--- config.mk ---
export PLATFORM = sky130hd
export DESIGN_NAME = nibble_add_sched
export DESIGN_NICKNAME = d
export VERILOG_FILES = /design/src/rtl/nibble_add_sched.sv
export SDC_FILE = /design/constraint.sdc
export NUM_CORES = 1
export LEC_CHECK = 0
export ABC_AREA = 0
export BUFFER_PORTS_ARGS = -buffer_cell sky130_fd_sc_hd__buf_2
export CORE_ASPECT_RATIO = 1.2
export CORE_MARGIN = 3
export CORE_UTILIZATION = 52
export DETAILED_ROUTE_END_ITERATION = 8
export GPL_TIMING_DRIVEN = 0
export HOLD_SLACK_MARGIN = 0.12
export PLACE_DENSITY_LB_ADDON = 0.08
export SETUP_SLACK_MARGIN = 0.3
export SKIP_CTS_REPAIR_TIMING = 1
export SLEW_MARGIN = 20
export SYNTH_ARGS = -nofsm -noshare
export SYNTH_HDL_FRONTEND = slang
export SYNTH_SLANG_ARGS = --single-unit
--- constraint.sdc ---
create_clock -name clk -period 2.5 [get_ports clk]
set_input_delay 0.25 -clock clk [delete_from_list [all_inputs] [get_ports clk]]
set_output_delay 0.25 -clock clk [all_outputs]
set_load 0.03 [all_outputs]
--- src/rtl/nibble_add_sched.sv ---
// nibble_add_sched
// Sequencer and round-robin arbiter for one shared 4-bit ripple adder. The
// adder sits outside this block. This block feeds it one nibble per clock and
// builds a W-bit sum, where W = 4*NIBBLES.
//
// Ports:
//   clk, rst          rising-edge clock, synchronous active-high reset
//   req0/a0/b0/cin0   requester 0 request and operands (held until gnt0)
//   req1/a1/b1/cin1   requester 1 request and operands (held until gnt1)
//   gnt0, gnt1        combinational accept pulses, only while IDLE
//   busy              high whenever the sequencer is not IDLE
//   done, done_id     one-cycle completion pulse and the requester it served
//   result, cout      registered sum and final carry, held until next done
//   add_a/add_b/add_cin  nibble operands and carry driven to the adder
//   add_sum/add_cout     combinational adder response
module nibble_add_sched #(
  parameter int NIBBLES = 4,
  localparam int W = 4 * NIBBLES
) (
  input  logic         clk,
  input  logic         rst,
  input  logic         req0,
  input  logic [W-1:0] a0,
  input  logic [W-1:0] b0,
  input  logic         cin0,
  input  logic         req1,
  input  logic [W-1:0] a1,
  input  logic [W-1:0] b1,
  input  logic         cin1,
  output logic         gnt0,
  output logic         gnt1,
  output logic         busy,
  output logic         done,
  output logic         done_id,
  output logic [W-1:0] result,
  output logic         cout,
  output logic [3:0]   add_a,
  output logic [3:0]   add_b,
  output logic         add_cin,
  input  logic [3:0]   add_sum,
  input  logic         add_cout
);

  localparam int IW = (NIBBLES > 1) ? $clog2(NIBBLES) : 1;

  typedef enum logic [1:0] {
    IDLE = 2'd0,
    RUN  = 2'd1,
    DONE = 2'd2
  } state_t;

  state_t          state_q;
  logic [W-1:0]    opa_q;
  logic [W-1:0]    opb_q;
  logic            cinL_q;
  logic            id_q;
  logic            lastServed_q;
  logic [IW-1:0]   idx_q;
  logic            carry_q;
  logic [W-1:0]    shadow_q;
  logic [W-1:0]    shadow_d;
  logic            busy_q;
  logic            done_q;
  logic            doneId_q;
  logic [W-1:0]    result_q;
  logic            cout_q;
  logic            gnt0_c;
  logic            gnt1_c;
  logic            lastNibble;

  // Grant decision plus adder drive. On a tie, the requester that was not
  // served last wins. The shadow word is merged with the current adder nibble
  // so the final nibble can go straight into result on the last RUN edge.
  always_comb begin
    gnt0_c     = 1'b0;
    gnt1_c     = 1'b0;
    add_a      = 4'h0;
    add_b      = 4'h0;
    add_cin    = 1'b0;
    shadow_d   = shadow_q;
    lastNibble = (idx_q == IW'(NIBBLES - 1));
    if (state_q == IDLE) begin
      if (req0 && req1) begin
        gnt0_c = lastServed_q;
        gnt1_c = ~lastServed_q;
      end else begin
        gnt0_c = req0;
        gnt1_c = req1;
      end
    end
    if (state_q == RUN) begin
      add_a   = opa_q[{idx_q, 2'b00} +: 4];
      add_b   = opb_q[{idx_q, 2'b00} +: 4];
      add_cin = (idx_q == '0) ? cinL_q : carry_q;
      shadow_d[{idx_q, 2'b00} +: 4] = add_sum;
    end
  end

  // Sequencer: accept in IDLE, walk nibbles in RUN, pulse done for one cycle.
  // A reset in any state abandons the operation without producing a done.
  always_ff @(posedge clk) begin
    if (rst) begin
      state_q      <= IDLE;
      opa_q        <= '0;
      opb_q        <= '0;
      cinL_q       <= 1'b0;
      id_q         <= 1'b0;
      lastServed_q <= 1'b1;
      idx_q        <= '0;
      carry_q      <= 1'b0;
      shadow_q     <= '0;
      busy_q       <= 1'b0;
      done_q       <= 1'b0;
      doneId_q     <= 1'b0;
      result_q     <= '0;
      cout_q       <= 1'b0;
    end else begin
      case (state_q)
        IDLE: begin
          if (gnt0_c || gnt1_c) begin
            opa_q        <= gnt1_c ? a1 : a0;
            opb_q        <= gnt1_c ? b1 : b0;
            cinL_q       <= gnt1_c ? cin1 : cin0;
            id_q         <= gnt1_c;
            lastServed_q <= gnt1_c;
            idx_q        <= '0;
            busy_q       <= 1'b1;
            state_q      <= RUN;
          end
        end
        RUN: begin
          shadow_q <= shadow_d;
          carry_q  <= add_cout;
          if (lastNibble) begin
            result_q <= shadow_d;
            cout_q   <= add_cout;
            done_q   <= 1'b1;
            doneId_q <= id_q;
            state_q  <= DONE;
          end else begin
            idx_q <= idx_q + 1'b1;
          end
        end
        DONE: begin
          done_q  <= 1'b0;
          busy_q  <= 1'b0;
          state_q <= IDLE;
        end
        default: state_q <= IDLE;
      endcase
    end
  end

  assign gnt0    = gnt0_c;
  assign gnt1    = gnt1_c;
  assign busy    = busy_q;
  assign done    = done_q;
  assign done_id = doneId_q;
  assign result  = result_q;
  assign cout    = cout_q;

endmodule
==> out/summary.md <==
The run finished with clean final reports. The final hold slack came out at 0.152 ns. The signal on the critical path passes through buf_12, buf_6, mux4_2, and2_1, buf_2. The synthesized netlist occupies a cell area of 0.00374 sq mm. The placed instances occupy a cell area of 0.00437 sq mm.

For this run, the total global-route usage over all layers was measured as 26.3%. Finished layout cell area: 0.00461 sq mm. Setup violations remaining at the end of the flow were counted as 0.

In this run, distinct cell masters in the synthesized netlist total 40. The final worst-path cycle share was 86.1%. The repair_antennas step left the layout with diodes totalling 0.

For this run, the share of the core covered by cells in the final layout is 66.9%. At the end of routability-driven placement, the weighted congestion stood at 0.941. The reported leakage power was 1.77 nW; the number of CTS-inserted buffers was 9. In the routed design, unresolved DRC markers number 0. After floorplanning, the core was sized to cover 0.00690 sq mm.

Buffers placed on the I/O ports in this run total 103. No sink is reached through more buffers than the 2 on the longest clock path. The tool flagged a number of max-cap violations equal to 0. Setup repair after global routing could not meet its margin everywhere. The tools report the number of rows created at floorplan as 33. The cell sitting at the root of the clock tree is a sky130_fd_sc_hd__clkbuf_8.

For this configuration, the core starts out at a cell density of 54.3%. The peak fanout along the critical path works out to 10. For this block, the initial DRC count from the detailed router was 213. The maximum single-stage delay on the critical path was 0.49 ns. The measured slew at the worst slew-check pin works out to 0.518 ns. Global routing finished with a remaining overflow of 0. The logs give 10.7 mm for the final routed wirelength across all metal layers and 14 for the largest net degree at the start of global routing.

For the maximum vdd drop, the log shows 317 uV. The cell with the largest stage delay on the worst path is sky130_fd_sc_hd__mux4_2. Data arrives at the worst endpoint at 1.90 ns. After detailed routing, the average wire length per cell comes to 16.9 microns. Compared with the post-synthesis result, the final layout area differs by 23.3%. The kind of capture point of the worst setup path is an output port.

The logs give 40.6% for the sequential share of the synthesized area and 0.00826 sq mm for the overall die area. The count of flip-flops with a built-in enable after synthesis is 0, and the average cell area after synthesis is 8.77 sq um. The worst pin sits at a relative slew slack of 65.4%. The clock-pin slew on the worst setup and hold paths was 0.09 ns; the number of iterations in the first detailed-routing pass was 4. 106 I/O pins were placed. Derived from the worst setup path, the maximum achievable clock frequency is 465 MHz. The tools report the first-pass GRT wire length as 17.6 mm. The final total power is 2.73 mW. The half-perimeter wire length after detailed placement is 8.00 mm.

The total count of hold-check failures in the final report came out at 0. Counting I/O delays and the setup requirement, the final critical path takes 2.15 ns. The number of register bits inferred by synthesis is 76, and the post-route antenna net violation count is 0.

When the netlist entered floorplanning its net count stood at 508. The tools report the final max-slew violation count as 0. The number of synthesis warnings came out at 0. The type of the most critical hold path was in2reg. The logs give 0.36 ns for the clock network latency to the later pin of the worst-skew pair and 3 for the H-tree level count. The fraction of layout instances using a drive strength above 1 came out at 29.2%. The critical path is of the reg2out type. The tools report the type of origin of the critical path as a flip-flop. For the data required time at the worst endpoint, the log shows 2.25 ns.

Across the routed clock network, the largest skew measured is 0.00878 ns. After routing, the total negative slack on setup checks comes to 0 ns. The tools report the total number of vias as 3,823.

The run gives 76 as the clock sink count. Power spread over the standard cell area amounts to 592 mW/mm^2. For the number of antenna violations at the first check in global routing, the log shows 0. The number of fill cells was 599.

The number of global-route vias before repair was 3,743; the proportion of synthesized flip-flops having asynchronous set or reset was 0%. The library cells used most frequently in the layout, excluding fill and tap cells, are 116 x sky130_fd_sc_hd__buf_2, 75 x sky130_fd_sc_hd__dfxtp_1, 44 x sky130_fd_sc_hd__nand3_1. From bottom edge to top edge, the die measures 98.9 microns. The number of vias per cell came out at 6.02. For this run, the leading register cell type out of synthesis is sky130_fd_sc_hd__dfxtp_1. The library cell used most frequently in the layout, excluding fill and tap cells, is sky130_fd_sc_hd__buf_2.

The die outline width was 83.5 microns. The run gives 624 as the post-layout net count. TritonCTS built the clock tree. Synthesis produced 427 cells.
[state kept, by name, indices dropped and copies added (netlist names), 2 cells and up]
register  cells
opb_q        16
shadow_q     16
idx_q         2
result       16
opa_q        16
state_q       2
[path summary, 6_finish.rpt]
| kind | slack, ns | end | cells past startpoint | from |
|---|---|---|---|---|
| min | 0.15 | cout | 3 | add_cout |
| min reg2reg | 0.47 | busy | 1 | busy |
| max reg2reg | 0.42 | result[4] | 8 | idx_q[0] |
| max | 0.35 | add_a[2] | 5 | idx_q[0] |
[where the power goes]
group	switching [mW]	internal, mW	total [mW]	leakage, nW
registers	0.0326	1.27	1.30	0.621
logic	0.297	0.198	0.495	1.05
clock network	0.471	0.461	0.932	0.0962
[worst max-delay path: cells and delay by family (launching register included)]
family	cells	cell delay, ns
multiplexers	1	0.49
buffers and inverters	3	0.48
AND/OR/NAND/NOR	1	0.17
flip-flops	1	0.40
[cell usage after synthesis, types with 3 or more instances]
library cell | n | area share (%)
sky130_fd_sc_hd__a311oi_1 | 12 | 2.8
sky130_fd_sc_hd__dfxtp_1 | 76 | 41
sky130_fd_sc_hd__mux4_2 | 8 | 4.8
sky130_fd_sc_hd__ha_1 | 6 | 2.0
sky130_fd_sc_hd__nand3_1 | 44 | 5.9
sky130_fd_sc_hd__mux2i_1 | 3 | 0.80
sky130_fd_sc_hd__nor2_1 | 24 | 2.4
sky130_fd_sc_hd__nand2_1 | 3 | 0.30
sky130_fd_sc_hd__o21ai_0 | 33 | 4.4
sky130_fd_sc_hd__o32ai_1 | 12 | 2.8
sky130_fd_sc_hd__buf_2 | 13 | 1.7
sky130_fd_sc_hd__buf_4 | 5 | 1.0
sky130_fd_sc_hd__nor2b_1 | 4 | 0.67
sky130_fd_sc_hd__nand2b_1 | 20 | 3.3
sky130_fd_sc_hd__nand4_1 | 38 | 6.4
sky130_fd_sc_hd__a31oi_1 | 33 | 5.5
sky130_fd_sc_hd__a22oi_1 | 4 | 0.80
sky130_fd_sc_hd__and2_1 | 12 | 2.0
sky130_fd_sc_hd__inv_1 | 16 | 1.6
sky130_fd_sc_hd__a21oi_1 | 7 | 0.94
sky130_fd_sc_hd__clkbuf_1 | 24 | 2.4
sky130_fd_sc_hd__a211oi_1 | 7 | 1.4
[stage by stage]
step / instances / worst slack, ns
2_1_floorplan: 427 / 0.548
3_3_place_gp: 617 / 0.0556
3_5_place_dp: 617 / -0.0531
4_1_cts: 633 / -0.0729
5_1_grt: 635 / 0.268
6_report: 635 / 0.347
[cell families (layout without fill, tap and decap cells)]
| logic type | after synthesis | count (layout) | share of synthesized area (%) |
|---|---|---|---|
| flops | 76 | 76 | 40.6 |
| mux | 11 | 11 | 5.61 |
| fa+ha+maj | 6 | 6 | 2.01 |
| compound gates | 115 | 115 | 20.0 |
| simple gates | 157 | 157 | 24.3 |
| buf+inv | 62 | 183 | 7.39 |
[per-layer routing]
metal / global-route usage [%] / vias to the layer above / part of all wire, %
met5: 0 / - / 0
met4: 13.1 / 0 / 2.9
li1: - / 1838 / -
met2: 46.8 / 150 / 51
met3: 5.18 / 33 / 6.0
met1: 30.0 / 1802 / 40
[cell type report]
| class | instances | area (sq um) | area share [%] |
|---|---|---|---|
| multi-input combinational | 289 | 1950 | 42.3 |
| sequential | 76 | 1520 | 33.0 |
| timing repair buffer | 105 | 543 | 11.8 |
| buffer | 46 | 234 | 5.07 |
| clock buffer | 10 | 128 | 2.77 |
| tap | 87 | 109 | 2.36 |
| clock inverter | 6 | 65.1 | 1.41 |
| inverter | 16 | 60.1 | 1.30 |
(Power assumes the default switching activity.)
